--- config.mk ---
export PLATFORM = sky130hd
export DESIGN_NAME = score_sequencer
export DESIGN_NICKNAME = d
export VERILOG_FILES = /design/src/rtl/score_sequencer.sv
export SDC_FILE = /design/constraint.sdc
export NUM_CORES = 1
export LEC_CHECK = 0
export BUFFER_PORTS_ARGS = -buffer_cell sky130_fd_sc_hd__clkbuf_2
export CAP_MARGIN = 20
export CORE_MARGIN = 4
export CORE_UTILIZATION = 60
export DETAILED_ROUTE_END_ITERATION = 8
export PLACE_DENSITY = 0.89
export SYNTH_ARGS = -nofsm -noshare
export SYNTH_HDL_FRONTEND = slang
export SYNTH_SLANG_ARGS = --single-unit
--- constraint.sdc ---
create_clock -name clk -period 6.05 [get_ports clk]
set_input_delay 0.3025 -clock clk [delete_from_list [all_inputs] [get_ports clk]]
set_output_delay 0.3025 -clock clk [all_outputs]
set_load 0.02 [all_outputs]
--- src/rtl/score_sequencer.sv ---
// Tune player: walks an external score ROM one slot per tempo tick and turns each
// note code into a square wave on beep, with start/stop/pause and loop/one-shot control.
module score_sequencer #(
    parameter int unsigned TICK_CYCLES = 15_555_555,
    parameter int unsigned SONG_LEN    = 351,
    parameter int unsigned ADDR_W      = 9,
    parameter int unsigned NOTE_W      = 5,
    parameter int unsigned DIV_W       = 18,
    parameter int unsigned TONE_SHIFT  = 0
) (
    input  logic              clk,
    input  logic              rst_n,
    input  logic              start,
    input  logic              stop,
    input  logic              pause,
    input  logic              loop_en,
    output logic [ADDR_W-1:0] score_addr,
    input  logic [NOTE_W-1:0] score_code,
    output logic [NOTE_W-1:0] note_code,
    output logic              beep,
    output logic              sd,
    output logic              busy,
    output logic              done
);
    localparam int unsigned SLOT_W = $clog2(TICK_CYCLES);

    typedef enum logic [1:0] {IDLE, FETCH, PLAY, PAUSE} state_t;

    state_t             state_q;
    state_t             resume_q;
    logic [ADDR_W-1:0]  addr_q;
    logic [NOTE_W-1:0]  note_q;
    logic [SLOT_W-1:0]  slot_cnt_q;
    logic [DIV_W-1:0]   half_cnt_q;
    logic               beep_q;
    logic               busy_q;
    logic               done_q;

    logic [DIV_W-1:0]   tone_h;
    logic               slot_end;
    logic               last_slot;
    logic               tone_hit;

    // Half-period in clk cycles; H octave is the middle octave halved, unused codes rest.
    function automatic logic [31:0] pitch_of(input logic [NOTE_W-1:0] code);
        logic [31:0] p;
        case (32'(code))
            32'd1:  p = 32'd127552;
            32'd2:  p = 32'd113636;
            32'd3:  p = 32'd101236;
            32'd4:  p = 32'd95548;
            32'd5:  p = 32'd85136;
            32'd6:  p = 32'd75838;
            32'd7:  p = 32'd67567;
            32'd8:  p = 32'd63776;
            32'd9:  p = 32'd56818;
            32'd10: p = 32'd50607;
            32'd11: p = 32'd47778;
            32'd12: p = 32'd42553;
            32'd13: p = 32'd37936;
            32'd14: p = 32'd33783;
            32'd15: p = 32'd63776 >> 1;
            32'd16: p = 32'd56818 >> 1;
            32'd17: p = 32'd50607 >> 1;
            32'd18: p = 32'd47778 >> 1;
            32'd19: p = 32'd42553 >> 1;
            32'd20: p = 32'd37936 >> 1;
            32'd21: p = 32'd33783 >> 1;
            default: p = 32'd0;
        endcase
        return p;
    endfunction

    assign tone_h    = DIV_W'(pitch_of(note_q) >> TONE_SHIFT);
    assign tone_hit  = (half_cnt_q >= tone_h - DIV_W'(1));
    assign slot_end  = (slot_cnt_q == SLOT_W'(TICK_CYCLES - 2));
    assign last_slot = (addr_q == ADDR_W'(SONG_LEN - 1));

    always_ff @(posedge clk or negedge rst_n) begin
        if (!rst_n) begin
            state_q    <= IDLE;
            resume_q   <= IDLE;
            addr_q     <= '0;
            note_q     <= '0;
            slot_cnt_q <= '0;
            half_cnt_q <= '0;
            beep_q     <= 1'b0;
            busy_q     <= 1'b0;
            done_q     <= 1'b0;
        end else begin
            done_q <= 1'b0;
            if (stop) begin
                state_q    <= IDLE;
                addr_q     <= '0;
                note_q     <= '0;
                slot_cnt_q <= '0;
                half_cnt_q <= '0;
                beep_q     <= 1'b0;
                busy_q     <= 1'b0;
            end else begin
                case (state_q)
                    IDLE: begin
                        if (start) begin
                            state_q <= FETCH;
                            addr_q  <= '0;
                            busy_q  <= 1'b1;
                        end
                    end
                    FETCH: begin
                        if (pause) begin
                            resume_q <= FETCH;
                            state_q  <= PAUSE;
                            beep_q   <= 1'b0;
                        end else begin
                            note_q     <= score_code;
                            half_cnt_q <= '0;
                            slot_cnt_q <= '0;
                            beep_q     <= 1'b0;
                            state_q    <= PLAY;
                        end
                    end
                    PLAY: begin
                        if (pause) begin
                            resume_q <= PLAY;
                            state_q  <= PAUSE;
                            beep_q   <= 1'b0;
                        end else begin
                            if (tone_h == '0) begin
                                beep_q     <= 1'b0;
                                half_cnt_q <= '0;
                            end else if (tone_hit) begin
                                beep_q     <= ~beep_q;
                                half_cnt_q <= '0;
                            end else begin
                                half_cnt_q <= half_cnt_q + DIV_W'(1);
                            end
                            if (slot_end) begin
                                slot_cnt_q <= '0;
                                if (!last_slot) begin
                                    addr_q  <= addr_q + ADDR_W'(1);
                                    state_q <= FETCH;
                                end else if (loop_en) begin
                                    addr_q  <= '0;
                                    state_q <= FETCH;
                                end else begin
                                    // One-shot finished: silence everything and report once.
                                    state_q    <= IDLE;
                                    addr_q     <= '0;
                                    note_q     <= '0;
                                    half_cnt_q <= '0;
                                    beep_q     <= 1'b0;
                                    busy_q     <= 1'b0;
                                    done_q     <= 1'b1;
                                end
                            end else begin
                                slot_cnt_q <= slot_cnt_q + SLOT_W'(1);
                            end
                        end
                    end
                    PAUSE: begin
                        if (!pause) begin
                            state_q <= resume_q;
                        end
                    end
                    default: state_q <= IDLE;
                endcase
            end
        end
    end

    assign score_addr = addr_q;
    assign note_code  = note_q;
    assign beep       = beep_q;
    assign sd         = busy_q;
    assign busy       = busy_q;
    assign done       = done_q;

endmodule

==> run summary <==
Final min period: 5.27 ns
Worst min-delay path class: in2async
Most frequent cell after synthesis: dfrtp_1
Final Setup Violations: 0
Synth Area in XOR/XNOR: 0.0555
Worst Path Required: 6.30 ns
Vias in the first global route: 4242
Max-cap violation count: 0
FFs w/ async S/R, synth: 1.00
Final hold violations: 0
Synth Area in Simple Gates: 0.277
Largest family of logic cells by synthesized area: simple AND/OR/NAND/NOR gates
Tot Pwr: 1.90 mW
Initial Util: 0.624
Vias per Instance: 6.37
Leakage: 2.33 nW
DR WL/cell: 16.7 um
Clock Root Buffer: clkbuf_8
Initial antenna violation count: 0
Sequential-to-total area share from yosys stat: 0.322
Via Count: 4497
GRT Residual Overflow: 0
Syn Area/Cell: 8.41 um2
HPWL after DPL: 8.34 mm
Post-Syn Instances: 582
P_sw: 0.841 mW
Number of synthesized flops with an enable pin: 0
Critical path class: reg2reg
Largest area contributor in the netlist: dfrtp_1
Post-cts sizing count: 0
Clk pwr share: 0.197
Status: complete, no violations
# DRC: 0
Post-synth top cells: dfrtp_1, nand2_1, nor2_1, ha_1, nand3_1
Tot GR Track Use: 0.248
Area grow syn2layout: 7.16%
Worst-Margin Slew: 0.796 ns
Largest net degree at the start of global routing: 64
Fmax: 190 MHz
CP Cell Sequence: inv_1, ha_1, o21ai_0, a221o_1, or3_1, or2_2, nor2_1, a32oi_1, ha_1, a21o_1, a21oi_1, o22ai_1, a211oi_1, and2_1, buf_4, nand2_1, o21ai_0
Area after DPL: 0.00505 mm2
Clock buffer depth: 2
RSZ-0062 raised after global routing: false
Post-CTS Hold Buffers: 0
Ys flop type: dfrtp_1
Post-synthesis adder-cell area fraction: 0.0946
Combinational share of power: 0.530
Share of the synthesized area in the top cell type: 0.322
Design area: 0.00525 mm2
Switching fraction of total power: 0.443
Mapped Area: 0.00489 mm2
Chip height: 98.3 um
Skew-Pair Late Insertion Delay: 0.35 ns
Clk slew on worst S/H paths: 0.07 ns
Post-Route Setup TNS: 0 ns
GP Congestion: 0.931
CP peak stage delay: 0.73 ns
Unique masters post-synth: 66
Area contributors post-synth: dfrtp_1, ha_1, nand2_1
Normalized max-slew margin: 0.469
CTS sink count: 63
Num CTS Buffers: 9
Postcts setup bufs: 0
Rows: 32
First-pass GRT wire length: 19.9 mm
H-tree Lvls: 3
Power share of the sequential group: 0.273
Crit start category: flip-flop
Multiplexer share of the synthesized area: 0.0271
Core Area: 0.00785 mm2
Internal power: 1.06 mW
Synth Area in Compound Gates: 0.173
Period utilisation layout: 0.871
Die width: 98.3 um
Die area: 0.00967 mm2
CTS tree: built
Synth warn: 0
I/O Buffers: 28
Peak supply drop: 0.162 mV
Syn_nets: 630
Worst setup EP type: flip-flop
# IOs: 29
ANT nets after route: 0
Detailed Routing Iterations Pass 1: 5
Share of layout cells above drive strength 1: 0.106
Final net count: 648
Initial DRC Count: 250
CP max stage cell: dfrtp_1
CP Data Arrival Time: 5.52 ns
ANT cells: 0
Max Clock Skew: 0.0124 ns
PwrDens: 362 mW/mm2
Synth Register Bits: 63
Final slew viol count: 0
Post-detailed-routing wire length: 11.8 mm
CP max FO: 21
## kinds of logic (layout without fill, tap and decap cells)
logic type | Yosys count | count (layout)
AOI/OAI and AO/OA | 129 | 129
buffers and inverters | 50 | 72
muxes | 13 | 13
xor gates and xnor gates | 31 | 31
adders and majority gates | 37 | 37
and+or+nand+nor | 259 | 259
DFF | 63 | 63
## metrics by stage
step,util,instances,hold WS [ns],worst slack [ns]
floorplan,-,582,0.00691,1.38
global placement,0.643,691,0.474,1.12
detailed placement,0.643,691,0.496,0.892
CTS,0.668,706,0.146,0.866
global route,0.668,706,0.186,0.370
finish,0.668,706,0.111,0.783
## flip-flops by register name, indices dropped and copies added, names as in the netlist
register / flops
note_code: 5
score_addr: 9
busy: 1
resume_q: 2
done: 1
half_cnt_q: 18
beep: 1
slot_cnt_q: 24
state_q: 2
## metal layers
layer | wire, um | GRT usage | part of all wire | vias up
met1 | 5030 | 0.329 | 0.43 | 2152
met4 | 268 | 0.102 | 0.023 | 0
li1 | - | - | - | 2140
met3 | 784 | 0.0450 | 0.067 | 29
met2 | 5700 | 0.400 | 0.48 | 176
met5 | 0 | 0 | 0 | -
## critical path: cells and delay by family (launching register included)
kind | cells | cell delay [ns]
compound gates | 8 | 1.64
fa+ha+maj | 2 | 0.78
buf+inv | 2 | 0.49
flops | 1 | 0.73
simple gates | 5 | 1.54
## layout make-up
cell class / count / area, um2
Fill cell: 665 / 2600
Sequential cell: 63 / 1580
Clock inverter: 3 / 42.5
Timing Repair Buffer: 35 / 193
Multi-Input combinational cell: 469 / 3070
Clock buffer: 12 / 155
Inverter: 22 / 82.6
Tap cell: 102 / 128
## power groups by stage
stage               Sequential [mW]  Clock (mW)  Combinational (mW)
finish                        0.518       0.375                1.01
floorplan                     0.505           0               0.798
CTS                           0.517       0.378               0.995
global route                  0.527       0.398                1.12
detailed placement            0.525           0               0.990
global placement              0.522           0               0.956
## cells in the final DEF, fill, tap and decap left out, types with 6 or more instances in the layout
cell,synthesis,layout
o21ai_0,31,31
and2_1,8,8
ha_1,37,37
buf_4,3,7
mux2i_1,11,11
a211oi_1,8,8
nand2_1,59,59
xnor2_1,9,9
nand4_1,13,13
a31oi_1,15,15
inv_1,22,22
o31ai_1,6,6
nor2_1,55,55
and3_1,17,17
a21oi_1,20,20
nor2b_1,13,13
clkbuf_8,0,11
xor2_1,22,22
dfrtp_1,63,63
clkbuf_2,0,28
nor3_1,12,12
nand3_1,36,36
## final timing paths
| kind | start | to | slack, ns | cells past startpoint |
|---|---|---|---|---|
| max | note_code[1] | half_cnt_q[17] | 0.78 | 17 |
| min | rst_n | half_cnt_q[5] | 0.11 | 2 |
| max reg2reg | note_code[1] | half_cnt_q[17] | 0.78 | 17 |
| min reg2reg | slot_cnt_q[8] | slot_cnt_q[8] | 0.50 | 1 |
| max in group asynchronous | rst_n | note_code[2] | 5.39 | 2 |
| min in group clk | score_code[1] | note_code[1] | 0.18 | 3 |
Note: power is estimated with default switching activity, not from simulation.
